--- src/rtl/lbist_pkg.sv ---
// Shared logic-BIST definitions: PRPG LFSR geometry, default seed and controller states.
// Optional reseeding is selected per build with PRPG_RESEED_EN (see prpg_lfsr_ctrl).
package lbist_pkg;

    localparam int LFSR_W = 36;
    localparam int TAP_HI = 35;
    localparam int TAP_LO = 24;

    localparam logic [LFSR_W-1:0] LFSR_SEED_DEFAULT = 36'h000000001;

    typedef enum logic [1:0] {
        IDLE = 2'd0,
        RUN  = 2'd1,
        DONE = 2'd2
    } state_t;

    // An all-zero state would lock the LFSR, so zero seeds are replaced.
    function automatic logic [LFSR_W-1:0] seed_fix(input logic [LFSR_W-1:0] s,
                                                   input logic [LFSR_W-1:0] dflt);
        return (s == '0) ? dflt : s;
    endfunction

endpackage

--- src/rtl/prpg_lfsr36.sv ---
// 36-bit Fibonacci LFSR, x^36+x^11+1: q[0] <= q[35]^q[24], remaining bits shift up.
// Load has priority over step; the state changes one cycle after the qualifying edge.
module prpg_lfsr36
    import lbist_pkg::*;
#(
    parameter logic [LFSR_W-1:0] RST_VAL = LFSR_SEED_DEFAULT
) (
    input  logic              clk,
    input  logic              rst,
    input  logic              load,
    input  logic [LFSR_W-1:0] load_val,
    input  logic              step,
    output logic [LFSR_W-1:0] q
);

    logic [LFSR_W-1:0] q_q;
    logic [LFSR_W-1:0] q_d;

    always_comb begin
        q_d = q_q;
        if (load) begin
            q_d = load_val;
        end else if (step) begin
            q_d = {q_q[LFSR_W-2:0], q_q[TAP_HI] ^ q_q[TAP_LO]};
        end
    end

    always_ff @(posedge clk or posedge rst) begin
        if (rst) begin
            q_q <= RST_VAL;
        end else begin
            q_q <= q_d;
        end
    end

    assign q = q_q;

endmodule

--- src/rtl/prpg_lfsr_ctrl.sv ---
// PRPG controller: seeds the LFSR, steps it once per adv in RUN, counts patterns to NUM_PATTERNS.
// All outputs registered; PRPG_RESEED_EN adds periodic reseeding from reseed_seed.
module prpg_lfsr_ctrl
    import lbist_pkg::*;
#(
    parameter int                NUM_PATTERNS = 1024,
    parameter int                CNT_W        = 16,
    parameter logic [LFSR_W-1:0] SEED_DEFAULT = LFSR_SEED_DEFAULT
`ifdef PRPG_RESEED_EN
    ,
    parameter int                RESEED_INTERVAL = 256
`endif
) (
    input  logic              clk,
    input  logic              rst,
    input  logic              seed_load,
    input  logic [LFSR_W-1:0] seed,
    input  logic              start,
    input  logic              adv,
`ifdef PRPG_RESEED_EN
    input  logic [LFSR_W-1:0] reseed_seed,
    output logic              reseed_pulse,
`endif
    output logic [LFSR_W-1:0] q,
    output logic              pattern_valid,
    output logic              busy,
    output logic              done,
    output logic [CNT_W-1:0]  pat_cnt
);

    state_t             state_q, state_d;
    logic [CNT_W-1:0]   cnt_q, cnt_d, cnt_inc;
    logic               busy_q, busy_d;
    logic               done_q, done_d;
    logic               lfsr_load, lfsr_step;
    logic [LFSR_W-1:0]  lfsr_val;
`ifdef PRPG_RESEED_EN
    logic               reseed_pulse_q, reseed_pulse_d;
`endif

    always_comb begin
        state_d   = state_q;
        cnt_d     = cnt_q;
        cnt_inc   = cnt_q + 1'b1;
        lfsr_load = 1'b0;
        lfsr_step = 1'b0;
        lfsr_val  = seed_fix(seed, SEED_DEFAULT);
`ifdef PRPG_RESEED_EN
        reseed_pulse_d = 1'b0;
`endif
        case (state_q)
            IDLE, DONE: begin
                // A seed loaded together with start becomes pattern 0 of the new run.
                lfsr_load = seed_load;
                if (start) begin
                    state_d = RUN;
                    cnt_d   = '0;
                end else if (seed_load) begin
                    state_d = IDLE;
                end
            end
            RUN: begin
                if (adv) begin
                    cnt_d     = cnt_inc;
                    lfsr_step = 1'b1;
                    if (cnt_inc == CNT_W'(NUM_PATTERNS)) begin
                        state_d = DONE;
                    end
`ifdef PRPG_RESEED_EN
                    else if ((cnt_inc % CNT_W'(RESEED_INTERVAL)) == '0) begin
                        lfsr_load      = 1'b1;
                        lfsr_val       = seed_fix(reseed_seed, SEED_DEFAULT);
                        reseed_pulse_d = 1'b1;
                    end
`endif
                end
            end
            default: state_d = IDLE;
        endcase
        busy_d = (state_d == RUN);
        done_d = (state_d == DONE);
    end

    always_ff @(posedge clk or posedge rst) begin
        if (rst) begin
            state_q <= IDLE;
            cnt_q   <= '0;
            busy_q  <= 1'b0;
            done_q  <= 1'b0;
        end else begin
            state_q <= state_d;
            cnt_q   <= cnt_d;
            busy_q  <= busy_d;
            done_q  <= done_d;
        end
    end

`ifdef PRPG_RESEED_EN
    always_ff @(posedge clk or posedge rst) begin
        if (rst) begin
            reseed_pulse_q <= 1'b0;
        end else begin
            reseed_pulse_q <= reseed_pulse_d;
        end
    end

    assign reseed_pulse = reseed_pulse_q;
`endif

    prpg_lfsr36 #(
        .RST_VAL (SEED_DEFAULT)
    ) u_lfsr (
        .clk      (clk),
        .rst      (rst),
        .load     (lfsr_load),
        .load_val (lfsr_val),
        .step     (lfsr_step),
        .q        (q)
    );

    assign pattern_valid = busy_q;
    assign busy          = busy_q;
    assign done          = done_q;
    assign pat_cnt       = cnt_q;

endmodule
--- config.mk ---
export PLATFORM = sky130hd
export DESIGN_NAME = prpg_lfsr_ctrl
export DESIGN_NICKNAME = d
export VERILOG_FILES = /design/src/rtl/lbist_pkg.sv /design/src/rtl/prpg_lfsr36.sv /design/src/rtl/prpg_lfsr_ctrl.sv
export SDC_FILE = /design/constraint.sdc
export NUM_CORES = 1
export LEC_CHECK = 0
export ABC_AREA = 0
export CAP_MARGIN = 40
export CORE_MARGIN = 10
export CORE_UTILIZATION = 47
export CTS_BUF_LIST = sky130_fd_sc_hd__clkbuf_2
export DETAILED_ROUTE_END_ITERATION = 6
export GPL_ROUTABILITY_DRIVEN = 0
export PLACE_DENSITY = 0.82
export RECOVER_POWER = 100
export SLEW_MARGIN = 40
export SYNTH_ARGS = -nofsm -noshare
export SYNTH_HDL_FRONTEND = slang
export SYNTH_SLANG_ARGS = --single-unit
--- constraint.sdc ---
create_clock -name clk -period 2.6 [get_ports clk]
set_clock_uncertainty 0.2 [all_clocks]
set_input_delay 0.39 -clock clk [delete_from_list [all_inputs] [get_ports clk]]
set_output_delay 0.39 -clock clk [all_outputs]
set_load 0.01 [all_outputs]
==> results.toml <==
[pwr]
comb_power_share_pct = 38.9
power_switching_mw = 1.04
p_int_mw = 1.82
p_clk_share_pct = 15.5
p_leak_nw = 1.54
power_frac_seq_pct = 45.6
sw_frac_of_total_pct = 36.3
power_density_nw_per_um2 = 738
ir_drop_mv = 0.545

[final_layout]
drive_gt1_share_pct = 5.75
final_common_cell = "nor2_1"
multiInputGateArea_um2 = 1290
n_antenna_cell = 0
regArea_um2 = 1400
fin_area_um2 = 3880
mostFrequentLayoutCells = "nor2_1, dfrtp_1, dlygate4sd3_1"
finalNonFillerCells = 475
n_fill_cell = 495
nets = 442
area_growth_pct = 38.3

[logic_synthesis]
synth_simple_gate_area_share_pct = 23.6
synth_xor_area_share_pct = 1.87
synth_top_family_by_area = "simple AND/OR/NAND/NOR gates"
synth_compound_area_share_pct = 19.7
synthDistinctLibCells = 44
synth_ff_type = "dfrtp_1"
yosys_warnings = 0
synthCells = 312
yosysTopAreaCellShare_pct = 49.1
syn_nets = 355
yosysSeqAreaShare_pct = 50.0
synth-edff-count = 0
synth-seq-cells = 56
synthMuxAreaShare_pct = 0
syn_avg_cell_area_um2 = 8.99
synthTopCellsByArea = "dfrtp_1, nor2_1, o22ai_1, o21ai_0, nand2_1"
synth_area_leader_cell = "dfrtp_1"
synthArstFlopShare_pct = 100
synth-adder-area-share_pct = 0.892
synth_area_um2 = 2810

[sta]
holdWs_ns = 0.305
layout_setup_ws_ns = 0.126
slew_headroom_pct = 35.8
drv_slew = 0
hold_viol_final = 0
clock.fmax_mhz = 404
setup_tns_ns = 0
setup_violations = 0
tightest_slew_ns = 0.959
rsz0062_at_grt = "no"
min_period_over_period_pct = 95.2
fin_crit_ns = 2.47

[critical_path]
crit_path_start_kind = "flop"
path_class = "reg2reg"
rr_worst_depth = 6
reg2reg_slack_ns = 0.13
arrival_ns = 2.65
cp-end-kind = "flop"
worstPathRequired_ns = 2.77
cp_max_fo = 6

[clock_tree]
post-cts-setup-buffers = 0
ctsLongestPathBuffers = 2
cts.sinks = 56
cts_tree = "yes"
cts_buffers = 5
htree_levels = 2
root_buffer = "clkbuf_2"
insertion_delay_ns = 0.45
cts.clk_slew.worst_paths_ns = 0.29
postCtsHoldBufs = 0
ctsResizeCount = 0

[run]
drv_cap = 0

[global_route]
grt.met1_usage_pct = 19.2
grt_overflow = 0
use_met3_pct = 9.39
met2_usage_pct = 27.9
antenna_found_initial = 0
grt_pass1_wl_mm = 13.8
gr-usage-all-layers_pct = 17.4
first_global_vias = 2753
grt_max_degree = 38
grt.busiest_layer = "met2"

[drt]
first_pass_iters = 4
wirelength_mm = 8.42
vias = 2735
drc_errors = 0
viasPerCell = 5.76
detail_route.wl_per_cell_um = 17.7
drtIter0Drc = 131
ant_nets = 0

[floorplan]
initial_core_util_pct = 47.9
dieArea_um2 = 9460
die_y_um = 97.3
rows = 28
dieWidth_um = 97.3
core-area_um2 = 5850
io_pins = 96

[place]
dp.cells = 467
dp_hpwl_mm = 6.41
place_ws_ns = 0.165
place_area_um2 = 3830
port-buffer-count = 95

[status]
outcome = "complete, no violations"

[hold_path]
hold_class = "in2async"
kinds of logic after synthesis:
logic type,Yosys count
and+or+nand+nor,136
AOI/OAI and AO/OA,87
DFF,56
buffers and inverters,25
xor gates and xnor gates,6
adders and majority gates,2
registers in the layout (all words and copies together), names as in the netlist:
signal    cells
busy          1
state_q       2
pat_cnt      16
u_lfsr.q     36
done          1
worst paths after layout:
path,to,start
max,busy,pat_cnt[1]
min,u_lfsr.q[16],rst
max reg2reg,busy,pat_cnt[1]
min reg2reg,pat_cnt[15],pat_cnt[15]
max in group asynchronous,pat_cnt[13],rst
min in group clk,u_lfsr.q[12],seed[12]
cells in the mapped netlist, types with 2 or more instances:
cell type and instances:
a21oi_1 4, and2_1 2, nor2b_1 3, o21ai_1 4, o31ai_1 6, xnor2_1 6, a31oi_1 6, nor3_1 3
and3_1 2, buf_2 6, nor2_1 74, clkbuf_1 10, dfrtp_1 55, nand2_1 17, nand4_1 5, o22ai_1 32
inv_1 3, ha_1 2, buf_1 4, a22oi_1 3, nand3_1 9, o21ai_0 23, o32a_1 2, nand2b_1 2
o41ai_1 2, nor4_1 9
per-stage QoR:
step                util (%)  total power [mW]
floorplan                  -              1.82
global placement        65.4              2.50
detailed placement      65.5              2.54
CTS                     66.6              2.99
global route            66.3              3.06
finish                  66.3              2.86
power groups by stage:
stage / Clock [mW] / Combinational (mW) / Sequential, mW
floorplan: 0 / 0.409 / 1.41
global placement: 0 / 1.18 / 1.32
detailed placement: 0 / 1.21 / 1.33
CTS: 0.458 / 1.22 / 1.32
global route: 0.498 / 1.22 / 1.34
finish: 0.443 / 1.11 / 1.31
layer usage:
layer  share of wire [%]  routed length [um]
met1                  39                3300
met2                  48                4020
met3                  13                1060
met4                0.48                  40
met5                   0                   0
critical path, stage by stage (launching register included):
cell and delay (ns):
dfrtp_1 0.43, ha_1 0.25, nand3_1 0.28, nor4_4 0.44
xnor2_1 0.18, o2111ai_2 0.21, o32a_1 0.41
final cells by class:
| cell class | count | share of cell area [%] |
|---|---|---|
| multi-input cells | 231 | 33.3 |
| clock buffers | 5 | 0.645 |
| clock inverters | 3 | 1.10 |
| well taps | 75 | 2.42 |
| repair buffers | 102 | 26.1 |
| flip-flops and latches | 56 | 36.2 |
| inverters | 3 | 0.290 |
(Power assumes the default switching activity.)
